`src/rtl/sd_req_arbiter.sv`:
```
// Round-robin arbiter serialising virtual-disk SD block requests onto one hps_io SD channel.
// Optional REQ-phase watchdog is enabled by defining SD_ARB_TIMEOUT_EN.
module sd_req_arbiter #(
    parameter int unsigned NREQ = 3,
    parameter int unsigned TO_W = 24
) (
    input  logic               clk,
    input  logic               reset,
    input  logic [32*NREQ-1:0] req_lba,
    input  logic [NREQ-1:0]    req_rd,
    input  logic [NREQ-1:0]    req_wr,
    output logic [NREQ-1:0]    req_ack,
    input  logic [8*NREQ-1:0]  req_buff_din,
    output logic [31:0]        sd_lba,
    output logic               sd_rd,
    output logic               sd_wr,
    input  logic               sd_ack,
    output logic [7:0]         sd_buff_din,
    output logic [NREQ-1:0]    grant,
    output logic               busy,
    output logic               timeout
);

    localparam int unsigned PTR_W = (NREQ > 1) ? $clog2(NREQ) : 1;

    typedef enum logic [1:0] {
        IDLE = 2'd0,
        REQ  = 2'd1,
        XFER = 2'd2,
        GAP  = 2'd3
    } state_t;

    state_t           state;
    state_t           state_nx;
    logic [NREQ-1:0]  grant_nx;
    logic [PTR_W-1:0] gnt_idx;
    logic [PTR_W-1:0] gnt_idx_nx;
    logic [PTR_W-1:0] rr_start;
    logic [PTR_W-1:0] rr_start_nx;
    logic [31:0]      sd_lba_nx;
    logic             sd_rd_nx;
    logic             sd_wr_nx;
    logic             timeout_nx;
    logic             to_expired;
    logic [PTR_W-1:0] sel_idx;
    logic             sel_found;
    int unsigned      scan_idx;

    if (NREQ < 1 || TO_W < 1) begin : g_param_chk
        $error("sd_req_arbiter: NREQ and TO_W must both be at least 1");
    end

    // First requesting client, scanning from rr_start with wrap-around
    always_comb begin
        sel_found = 1'b0;
        sel_idx   = '0;
        scan_idx  = 0;
        for (int unsigned i = 0; i < NREQ; i++) begin
            scan_idx = 32'(rr_start) + i;
            if (scan_idx >= NREQ) begin
                scan_idx = scan_idx - NREQ;
            end
            if (!sel_found && (req_rd[PTR_W'(scan_idx)] || req_wr[PTR_W'(scan_idx)])) begin
                sel_found = 1'b1;
                sel_idx   = PTR_W'(scan_idx);
            end
        end
    end

`ifdef SD_ARB_TIMEOUT_EN
    logic [TO_W-1:0] to_cnt;

    // Held at zero outside REQ so every REQ entry starts a fresh count
    always_ff @(posedge clk) begin
        if (reset) begin
            to_cnt <= '0;
        end else if (state != REQ) begin
            to_cnt <= '0;
        end else if (to_cnt != '1) begin
            to_cnt <= to_cnt + TO_W'(1);
        end
    end

    assign to_expired = (state == REQ) && (to_cnt == '1);
`else
    assign to_expired = 1'b0;
`endif

    // Next-state and registered-output logic
    always_comb begin
        state_nx    = state;
        grant_nx    = grant;
        gnt_idx_nx  = gnt_idx;
        rr_start_nx = rr_start;
        sd_lba_nx   = sd_lba;
        sd_rd_nx    = sd_rd;
        sd_wr_nx    = sd_wr;
        timeout_nx  = 1'b0;

        case (state)
            IDLE: begin
                // A lingering ack (e.g. after reset) must drain before a new grant
                if (!sd_ack && sel_found) begin
                    state_nx   = REQ;
                    grant_nx   = NREQ'(1) << sel_idx;
                    gnt_idx_nx = sel_idx;
                    sd_lba_nx  = req_lba[32*sel_idx +: 32];
                    sd_rd_nx   = req_rd[sel_idx];
                    sd_wr_nx   = req_wr[sel_idx] & ~req_rd[sel_idx];
                end
            end
            REQ: begin
                if (sd_ack) begin
                    state_nx = XFER;
                    sd_rd_nx = 1'b0;
                    sd_wr_nx = 1'b0;
                end else if (to_expired) begin
                    state_nx   = GAP;
                    sd_rd_nx   = 1'b0;
                    sd_wr_nx   = 1'b0;
                    timeout_nx = 1'b1;
                end
            end
            XFER: begin
                if (!sd_ack) begin
                    state_nx = GAP;
                end
            end
            GAP: begin
                state_nx    = IDLE;
                grant_nx    = '0;
                rr_start_nx = (gnt_idx == PTR_W'(NREQ - 1)) ? '0 : gnt_idx + PTR_W'(1);
            end
            default: begin
                state_nx = IDLE;
                grant_nx = '0;
                sd_rd_nx = 1'b0;
                sd_wr_nx = 1'b0;
            end
        endcase
    end

    always_ff @(posedge clk) begin
        if (reset) begin
            state    <= IDLE;
            grant    <= '0;
            gnt_idx  <= '0;
            rr_start <= '0;
            sd_lba   <= '0;
            sd_rd    <= 1'b0;
            sd_wr    <= 1'b0;
            busy     <= 1'b0;
            timeout  <= 1'b0;
        end else begin
            state    <= state_nx;
            grant    <= grant_nx;
            gnt_idx  <= gnt_idx_nx;
            rr_start <= rr_start_nx;
            sd_lba   <= sd_lba_nx;
            sd_rd    <= sd_rd_nx;
            sd_wr    <= sd_wr_nx;
            busy     <= (state_nx != IDLE);
            timeout  <= timeout_nx;
        end
    end

    // Zero-latency steering of ack and write data to the granted client
    assign req_ack = grant & {NREQ{sd_ack}};

    always_comb begin
        sd_buff_din = '0;
        for (int unsigned i = 0; i < NREQ; i++) begin
            if (grant[i]) begin
                sd_buff_din = sd_buff_din | req_buff_din[8*i +: 8];
            end
        end
    end

endmodule

```
`config.mk`:
```
export PLATFORM = sky130hd
export DESIGN_NAME = sd_req_arbiter
export DESIGN_NICKNAME = d
export VERILOG_FILES = /design/src/rtl/sd_req_arbiter.sv
export SDC_FILE = /design/constraint.sdc
export NUM_CORES = 1
export LEC_CHECK = 0
export CORE_MARGIN = 1
export CORE_UTILIZATION = 38
export DETAILED_ROUTE_END_ITERATION = 10
export PLACE_DENSITY = 0.89
export SETUP_SLACK_MARGIN = 0.4
export SLEW_MARGIN = 20
export SYNTH_ARGS = -nofsm -noshare
export SYNTH_HDL_FRONTEND = slang
export SYNTH_SLANG_ARGS = --single-unit
```
`constraint.sdc`:
```
create_clock -name clk -period 5.5 [get_ports clk]
set_input_delay 0.55 -clock clk [delete_from_list [all_inputs] [get_ports clk]]
set_output_delay 0.55 -clock clk [all_outputs]
set_load 0.03 [all_outputs]
```
==> results of run 1 <==
## registers in the layout (all words and copies together) (netlist names)
signal and cells:
busy 1, gnt_idx 2, grant 3, rr_start 2, sd_lba 32, sd_rd 1
sd_wr 1, state 2
## cells in the mapped netlist
cell	instances	area [µm²]
o21a_1	1	7.51
nand2b_1	2	12.5
a211oi_1	1	7.51
dfxtp_1	44	881
a32oi_1	1	8.76
nor2_4	1	11.3
a211o_1	1	8.76
o211ai_4	1	21.3
conb_1	1	3.75
mux2i_1	33	330
nand2_1	40	150
o21ai_2	1	8.76
inv_1	10	37.5
nor2_1	9	33.8
or4_1	1	7.51
a222oi_1	8	80.1
clkinv_1	1	3.75
nand4b_1	1	8.76
nand3_1	36	180
nor3_1	5	25.0
o31ai_1	1	7.51
and2_1	4	25.0
a21o_1	1	7.51
a31o_2	1	8.76
clkbuf_1	17	63.8
o21ai_0	4	20.0
or3_1	5	31.3
nor3b_1	7	52.6
buf_6	3	33.8
buf_1	2	7.51
o21bai_1	2	15.0
buf_4	1	7.51
nand3b_1	1	7.51
o211ai_1	3	22.5
a21oi_1	11	55.1
o221ai_1	32	280
or3b_2	1	8.76
ha_1	4	50.1
or2_2	1	6.26
buf_2	6	30.0
## report_power, final
group	leakage [nW]	total (W)	internal (W)	switching (W)
Combinational	1.16	0.000312	0.000165	0.000147
Clock	0.0645	0.000270	0.000160	0.000110
Sequential	0.361	0.000359	0.000343	0.0000161
## metal layers
metal / up-vias / track usage / share of wire / wire, µm
li1: 1456 / - / - / -
met1: 1409 / 0.263 / 0.37 / 3240
met2: 143 / 0.485 / 0.53 / 4600
met3: 4 / 0.0875 / 0.098 / 859
met4: 0 / 0.0470 / 0.0073 / 64
met5: - / 0 / 0 / 0
## cell type report
type                    count  area (µm²)
fillers                   512        1960
repair buffers            181        1800
multi-input cells         221        1510
flip-flops and latches     44         881
clock buffers               7        96.3
well taps                  77        96.3
inverters                  11        41.3
clock inverters             1        30.0
## worst register-to-register path, cell delays in order (launching register included)
cell and delay, ns:
dfxtp_1 0.41, inv_1 0.08, ha_1 0.42, nor3_1 0.10, or4_1 0.70, o211ai_4 0.73
buf_4 0.43, mux2i_1 0.18, a211o_1 0.30
## worst paths after layout
path                     end  depth (start not counted)
setup / recovery       sd_wr                          8
hold / removal    gnt_idx[0]                          2
setup reg to reg       sd_wr                          8
hold reg to reg   gnt_idx[0]                          2
## cells by family after synthesis
kind of cell,after synthesis,share of synthesized area
fa+ha+maj,4,0.0195
simple gates,114,0.218
mux,33,0.129
flops,44,0.343
compound gates,69,0.218
buf+inv,40,0.0716
other cells,1,0.00146
## metrics by stage
stage          cell area (µm²)  hold slack, ns  std cells
2_1_floorplan             2570           0.445        305
3_3_place_gp              4330           0.456        534
3_5_place_dp              4330           0.466        534
4_1_cts                   4460           0.479        542
5_1_grt                   4460           0.524        542
6_report                  4460           0.478        542
==> results.sh, run 1 <==
export IMPL_outcome="finished, violations left"
export IMPL_violations="design-rule violations"
export IMPL_postCtsHoldBufs=0
export IMPL_seq_area_frac_synth=0.343
export IMPL_routed_via_count=3012
export IMPL_crit_type="primary input to flip-flop"
export IMPL_first_pass_iters=8
export IMPL_final_common_cell="clkdlybuf4s50_1"
export IMPL_drt_initial_drc_count=186
export IMPL_overflow=0
export IMPL_cp_end_kind="flip-flop"
export IMPL_slew_violations=0
export IMPL_ctsRootBufferMaster="clkbuf_8"
export IMPL_clock_path_buffers=2
export IMPL_hp_start="gnt_idx[0]"
export IMPL_port_buffer_count=177
export IMPL_ir_worst_vdd_mv=0.114
export IMPL_leakagePower_nw=1.58
export IMPL_grt_pass1_vias=3019
export IMPL_syn_inst=305
export IMPL_cts_buffers=5
export IMPL_rsz0062_at_grt="no"
export IMPL_post_cts_buffers=0
export IMPL_vias_per_cell=5.56
export IMPL_fmax_ghz=0.287
export IMPL_p_total_w=0.000941
export IMPL_tns_ns=0
export IMPL_max_stage_delay_ns=0.73
export IMPL_place_ws_ns=1.74
export IMPL_syn_cell_area_um2=2570
export IMPL_syn_to_final_growth_pct=73.6
export IMPL_ys_types=40
export IMPL_num_antenna_cells=0
export IMPL_min_period_ns=3.48
export IMPL_core_area_um2=6420
export IMPL_nets=597
export IMPL_clkLatencyLatePin_ns=0.29
export IMPL_drive_gt1_frac=0.0409
export IMPL_die_area_um2=7090
export IMPL_initial_utilization=0.400
export IMPL_power_density_nw_per_um2=211
export IMPL_maxCapViolations=0
export IMPL_worst_clock_skew_ns=0.00322
export IMPL_ant_nets=0
export IMPL_crit_required_ns=5.68
export IMPL_setup_viol=0
export IMPL_reg2reg_from="rr_start[0]"
export IMPL_antenna_found_initial=0
export IMPL_setup_worst_path_start_class="primary input"
export IMPL_routedWlPerCell_um=16.2
export IMPL_syn_nets=438
export IMPL_hold_path_class="flip-flop to flip-flop"
export IMPL_clock_sinks=44
export IMPL_slew_headroom=0.468
export IMPL_die_x_um=84.2
export IMPL_worstPathArrival_ns=3.67
export IMPL_num_rows=29
export IMPL_startpoint="req_rd[1]"
export IMPL_grt_max_degree=75
export IMPL_crit_path_cell_trace="clkdlybuf4s50_1, nor2_1, nor3b_1, or4_1, o211ai_4, buf_4, mux2i_1, a211o_1"
export IMPL_die_h_um=84.2
export IMPL_finalWirelength_um=8770
export IMPL_grt_pass1_wl_um=14300
export IMPL_cp_num_buf_inv=2
export IMPL_synth_seq_cells=44
export IMPL_tightest_slew_ns=0.794
export IMPL_final_util=0.694
export IMPL_ios=179
export IMPL_gp_congestion=0.871
export IMPL_min_period_over_period=0.633
export IMPL_setup_ws_ns=2.02
export IMPL_critPathSlowestCell="o211ai_4"
export IMPL_cts_resized=0
export IMPL_grt_total_usage=0.251
export IMPL_clkTransAtPathRegs_ns=0.08
export IMPL_finalHoldViolations=0
export IMPL_syn_avg_cell_area_um2=8.42
export IMPL_post_dp_hpwl_um=6590
export IMPL_cp_top_family="compound AO/OA/AOI/OAI gates"
export IMPL_drcViolationCount=28
export IMPL_layout_common_cells="clkdlybuf4s50_1, dfxtp_1, nand2_1, nand3_1, mux2i_1"
export IMPL_r2r_slack_ns=2.05
export IMPL_tritoncts="built"
export IMPL_synth_warnings=0
export IMPL_critPathMaxFanout=18
export IMPL_htreeDepth=2
(Power assumes the default switching activity.)
==> run 2, diff against run 1 <==
--- a/config.mk
+++ b/config.mk
@@ -6,9 +6,9 @@
 export NUM_CORES = 1
 export LEC_CHECK = 0
 export CORE_MARGIN = 1
-export CORE_UTILIZATION = 38
+export CORE_UTILIZATION = 36
 export DETAILED_ROUTE_END_ITERATION = 10
-export PLACE_DENSITY = 0.89
+export PLACE_DENSITY = 0.85
 export SETUP_SLACK_MARGIN = 0.4
 export SLEW_MARGIN = 20
 export SYNTH_ARGS = -nofsm -noshare
==> constraint.sdc (replaced) <==
create_clock -name clk -period 3.6 [get_ports clk]
set_input_delay 0.36 -clock clk [delete_from_list [all_inputs] [get_ports clk]]
set_output_delay 0.36 -clock clk [all_outputs]
set_load 0.03 [all_outputs]
==> run 2 against run 1 <==
The flow now finishes without violations. Die area increased by 5.4%. Sequential share of layout area decreased by 0.32 points. Clock power increased by 56%. Clock skew increased by 0.0016 ns. Final cell count increased by 4.4%. Global-route usage decreased by 1.7 points. Routed wire length increased by 1.7%. Worst hold slack improved by 0.019 ns. Sequential power increased by 53%. Utilization decreased by 3.1 points. Cell area increased by 1.6%. Critical path type is now flip-flop to flip-flop. Critical endpoint is now sd_lba[18]. Largest power group unchanged.
==> results.sh, run 2 (synthesis gave the netlist of run 1 again) <==
export IMPL_outcome="finished clean"
export IMPL_worstPathArrival_ns=3.01
export IMPL_whs_ns=0.497
export IMPL_rsz0062_at_grt="no"
export IMPL_layout_cells_non_filler=566
export IMPL_slew_headroom=0.607
export IMPL_power_density_nw_per_um2=321
export IMPL_cp_end_kind="flip-flop"
export IMPL_clkTransAtPathRegs_ns=0.09
export IMPL_critPathMaxFanout=21
export IMPL_clock_sinks=44
export IMPL_core_area_um2=6830
export IMPL_critPathSlowestCell="or4_1"
export IMPL_die_x_um=86.5
export IMPL_min_period_ns=2.86
export IMPL_grt_pass1_vias=3090
export IMPL_crit_type="flip-flop to flip-flop"
export IMPL_num_rows=30
export IMPL_finalWirelength_um=8920
export IMPL_max_stage_delay_ns=0.69
export IMPL_post_dp_hpwl_um=6730
export IMPL_drive_gt1_frac=0.0489
export IMPL_worst_clock_skew_ns=0.00482
export IMPL_htreeDepth=2
export IMPL_layout_common_cells="clkdlybuf4s50_1, dfxtp_1, nand2_1, nand3_1, mux2i_1"
export IMPL_tns_ns=0
export IMPL_antenna_found_initial=0
export IMPL_cts_buffers=5
export IMPL_grt_pass1_wl_um=13900
export IMPL_die_h_um=86.5
export IMPL_drt_initial_drc_count=157
export IMPL_p_clk_frac=0.290
export IMPL_setup_viol=0
export IMPL_routed_via_count=3067
export IMPL_tritoncts="built"
export IMPL_routedWlPerCell_um=15.8
export IMPL_crit_path_cell_trace="inv_1, ha_1, nor3_1, or4_1, o211ai_4, buf_4, mux2i_1, o221ai_1"
export IMPL_fillers=580
export IMPL_finalHoldViolations=0
export IMPL_syn_to_final_growth_pct=76.4
export IMPL_clock_path_buffers=2
export IMPL_ios=179
export IMPL_p_int_w=0.00103
export IMPL_die_area_um2=7480
export IMPL_cts_resized=0
export IMPL_place_ws_ns=0.569
export IMPL_grt_max_degree=37
export IMPL_ctsRootBufferMaster="clkbuf_8"
export IMPL_port_buffer_count=177
export IMPL_largest_register="sd_lba"
export IMPL_overflow=0
export IMPL_initial_utilization=0.376
export IMPL_dp_cells=558
export IMPL_final_common_cell="clkdlybuf4s50_1"
export IMPL_min_period_over_period=0.794
export IMPL_slew_violations=0
export IMPL_first_pass_iters=7
export IMPL_hold_path_class="flip-flop to flip-flop"
export IMPL_num_antenna_cells=0
export IMPL_nets=602
export IMPL_ir_worst_vdd_mv=0.194
export IMPL_power_switching_w=0.000428
export IMPL_largest_reg_flops=32
export IMPL_final_cell_area_um2=4530
export IMPL_setup_ws_ns=0.743
export IMPL_p_seq_frac=0.378
export IMPL_grt_total_usage=0.234
export IMPL_place_area_um2=4410
export IMPL_swShare=0.294
export IMPL_comb_power_share=0.332
export IMPL_clkLatencyLatePin_ns=0.29
export IMPL_postCtsHoldBufs=0
export IMPL_drcViolationCount=0
export IMPL_maxCapViolations=0
export IMPL_gp_congestion=0.902
export IMPL_fmax_ghz=0.350
export IMPL_post_cts_buffers=0
export IMPL_largestRegisters="sd_lba (32), grant (3)"
export IMPL_leakagePower_nw=1.61
export IMPL_setup_worst_path_start_class="flip-flop"
export IMPL_vias_per_cell=5.42
export IMPL_crit_required_ns=3.76
export IMPL_tightest_slew_ns=0.590
export IMPL_ant_nets=0
## run 2: cell types whose count changed in the layout (fill, tap and decap cells not counted), sizes merged
| cell | before | now |
|---|---|---|
| buf | 4 | 9 |
## run 2: final cells by class
| cell class | instances | area, µm² | share of cell area |
|---|---|---|---|
| clock buffer | 7 | 96.3 | 0.0213 |
| multi-input combinational | 221 | 1510 | 0.334 |
| sequential | 44 | 881 | 0.194 |
| tap | 96 | 120 | 0.0265 |
| timing repair buffer | 186 | 1850 | 0.409 |
| inverter | 11 | 41.3 | 0.00911 |
| clock inverter | 1 | 30.0 | 0.00663 |
## run 2: stage by stage
step / util / total power [W]
global route: 0.663 / 0.00151
CTS: 0.663 / 0.00146
finish: 0.663 / 0.00145
detailed placement: 0.645 / 0.00104
floorplan: - / 0.000784
global placement: 0.645 / 0.00103
## run 2: routing by layer
layer / routed length (µm) / vias up / track usage / share of wire
met4: 122 / 0 / 0.0697 / 0.014
met1: 3430 / 1439 / 0.250 / 0.39
met2: 4430 / 150 / 0.427 / 0.50
li1: - / 1468 / - / -
met5: 0 / - / 0 / 0
met3: 927 / 10 / 0.0876 / 0.10
## run 2: worst max-delay path, delay by kind of cell (launching register included)
family                     cells  cell delay [ns]
adders and majority gates      1             0.41
DFF                            1             0.39
buffers and inverters          2             0.45
AOI/OAI and AO/OA              2             0.42
muxes                          1             0.25
and+or+nand+nor                2             0.77
## run 2: path summary, 6_finish.rpt
check                    from         end  slack (ns)  cells after the start
setup / recovery  rr_start[0]  sd_lba[18]        0.74                      8
hold / removal     gnt_idx[0]  gnt_idx[0]        0.50                      2
setup reg to reg  rr_start[0]  sd_lba[18]        0.74                      8
hold reg to reg    gnt_idx[0]  gnt_idx[0]        0.50                      2
## run 2: power by group through the flow
stage	sequential [W]	combinational [W]	clock (W)
after floorplan	0.000622	0.000162	0
after global placement	0.000558	0.000476	0
after detailed placement	0.000560	0.000483	0
after CTS	0.000549	0.000484	0.000428
after global routing	0.000554	0.000511	0.000448
final	0.000549	0.000483	0.000421
==> run 3, diff against run 2 <==
--- a/config.mk
+++ b/config.mk
@@ -6,9 +6,9 @@
 export NUM_CORES = 1
 export LEC_CHECK = 0
 export CORE_MARGIN = 1
-export CORE_UTILIZATION = 36
+export CORE_UTILIZATION = 32
 export DETAILED_ROUTE_END_ITERATION = 10
-export PLACE_DENSITY = 0.85
+export PLACE_DENSITY = 0.8
 export SETUP_SLACK_MARGIN = 0.4
 export SLEW_MARGIN = 20
 export SYNTH_ARGS = -nofsm -noshare
==> constraint.sdc (replaced) <==
create_clock -name clk -period 2.6 [get_ports clk]
set_input_delay 0.26 -clock clk [delete_from_list [all_inputs] [get_ports clk]]
set_output_delay 0.26 -clock clk [all_outputs]
set_load 0.03 [all_outputs]
==> run 3 against run 2 <==
Critical path type unchanged. Largest power group is now combinational cells. Final cell count is 5.3% higher. Global-route usage decreased by 0.92 points. Clock power increased by 35%. Clock skew is 0.0043 ns higher. Critical endpoint is now sd_lba[16]. Die area grew 12%.
==> results.sh, run 3 (synthesis gave the netlist of run 1 again) <==
export IMPL_outcome="finished clean"
export IMPL_finalWirelength_um=10100
export IMPL_port_buffer_count=177
export IMPL_core_area_um2=7730
export IMPL_routed_via_count=3201
export IMPL_largestRegisters="sd_lba (32), grant (3)"
export IMPL_postCtsHoldBufs=0
export IMPL_num_rows=32
export IMPL_cp_end_kind="flip-flop"
export IMPL_clkLatencyLatePin_ns=0.30
export IMPL_die_x_um=91.6
export IMPL_grt_total_usage=0.225
export IMPL_crit_path_cell_trace="inv_4, ha_4, nor3_2, or4_4, o211ai_4, buf_6, buf_12, mux2i_2, o221ai_1"
export IMPL_max_stage_delay_ns=0.58
export IMPL_hold_path_class="flip-flop to flip-flop"
export IMPL_vias_per_cell=5.37
export IMPL_rsz0062_at_grt="yes"
export IMPL_ant_nets=0
export IMPL_min_period_ns=2.36
export IMPL_leakagePower_nw=1.82
export IMPL_antenna_found_initial=0
export IMPL_post_dp_hpwl_um=6810
export IMPL_largest_reg_flops=32
export IMPL_ctsRootBufferMaster="clkbuf_8"
export IMPL_maxCapViolations=0
export IMPL_slew_violations=0
export IMPL_cts_buffers=5
export IMPL_cp_top_family="simple AND/OR/NAND/NOR gates"
export IMPL_largest_register="sd_lba"
export IMPL_clock_sinks=44
export IMPL_power_density_nw_per_um2=417
export IMPL_dp_cells=570
export IMPL_crit_type="flip-flop to flip-flop"
export IMPL_nets=626
export IMPL_critPathSlowestCell="or4_4"
export IMPL_die_h_um=91.6
export IMPL_critPathMaxFanout=7
export IMPL_overflow=0
export IMPL_p_total_w=0.00211
export IMPL_grt_pass1_wl_um=15000
export IMPL_drt_initial_drc_count=115
export IMPL_drcViolationCount=0
export IMPL_clkTransAtPathRegs_ns=0.09
export IMPL_syn_to_final_growth_pct=97.5
export IMPL_fillers=603
export IMPL_routedWlPerCell_um=16.9
export IMPL_num_antenna_cells=0
export IMPL_gp_congestion=0.820
export IMPL_tns_ns=0
export IMPL_die_area_um2=8390
export IMPL_fmax_ghz=0.424
export IMPL_initial_utilization=0.332
export IMPL_setup_viol=0
export IMPL_final_common_cell="clkdlybuf4s50_1"
export IMPL_crit_required_ns=2.78
export IMPL_cp_num_buf_inv=3
export IMPL_min_period_over_period=0.908
export IMPL_final_util=0.656
export IMPL_first_pass_iters=5
export IMPL_layout_common_cells="clkdlybuf4s50_1, dfxtp_1, nand2_1, nand3_1, o221ai_1"
export IMPL_ir_worst_vdd_mv=0.290
export IMPL_htreeDepth=2
export IMPL_grt_pass1_vias=3229
export IMPL_worst_clock_skew_ns=0.00916
export IMPL_worstPathArrival_ns=2.54
export IMPL_clock_path_buffers=2
export IMPL_setup_worst_path_start_class="flip-flop"
export IMPL_ios=179
export IMPL_finalHoldViolations=0
export IMPL_drive_gt1_frac=0.152
export IMPL_tritoncts="built"
export IMPL_grt_max_degree=46
export IMPL_layout_cells_non_filler=596
[run 3: cell count changes in the layout (fill, tap and decap cells not counted), moves of 3 or more]
cell	before	now
mux2i_1	33	28
buf_16	0	3
nor3b_4	0	3
ha_1	4	0
clkbuf_16	0	3
buf_4	8	18
buf_6	0	5
ha_4	0	3
mux2i_2	0	4
nor3b_1	7	4
[run 3: cell type report]
cell class                      instances  area [µm²]  area share
Clock buffer                            6        82.6      0.0163
Tap cell                              102         128      0.0252
Clock inverter                          2        38.8     0.00765
Inverter                               11        43.8     0.00863
Timing Repair Buffer                  210        2200       0.433
Multi-Input combinational cell        221        1700       0.334
Sequential cell                        44         888       0.175
[run 3: path summary, 6_finish.rpt]
| kind | from | end | slack, ns | cells after the start |
|---|---|---|---|---|
| worst min register to register | sd_lba[1] | sd_lba[1] | 0.49 | 2 |
| worst min-delay path | sd_lba[1] | sd_lba[1] | 0.49 | 2 |
| worst max-delay path | rr_start[0] | sd_lba[16] | 0.24 | 9 |
| worst max register to register | rr_start[0] | sd_lba[16] | 0.24 | 9 |
[run 3: where the power goes]
group,internal [W],switching [W]
Clock,0.000315,0.000255
Sequential,0.000723,0.0000350
Combinational,0.000436,0.000351
Total,0.00147,0.000640
[run 3: worst reg2reg max path: cells and delay by family, from the launching register on]
family                   cells  cell delay [ns]
AND/OR/NAND/NOR              2             0.64
multiplexers                 1             0.23
flip-flops                   1             0.40
buffers and inverters        3             0.36
adder cells (fa/ha/maj)      1             0.30
AO/OA/AOI/OAI                2             0.33
[run 3: routing by layer]
metal  vias to the layer above  routed length [µm]  GRT usage  share of wire
li1                       1519                   -          -              -
met5                         -                   0          0              0
met1                      1491                3740      0.230           0.37
met3                        19                 837     0.0653          0.083
met4                         0                 236     0.0926          0.023
met2                       172                5280      0.422           0.52
[run 3: stage by stage]
| step | hold slack, ns | setup WS (ns) | area (µm²) |
|---|---|---|---|
| after floorplan | 0.445 | 0.323 | 2610 |
| after global placement | 0.464 | 0.00939 | 4510 |
| after detailed placement | 0.463 | -0.0100 | 4510 |
| after CTS | 0.477 | 0.277 | 4840 |
| after global routing | 0.516 | 0.164 | 5070 |
| final | 0.491 | 0.239 | 5070 |
[run 3: what timing repair did]
item / 4_1_cts / 5_1_grt
setup buffers: 7 / 5
pin swaps: 6 / 12
gates cloned: 3 / 3
setup endpoints to repair: 39 / 39
hold endpoints to repair: 0 / 0
resized for setup: 20 / 27
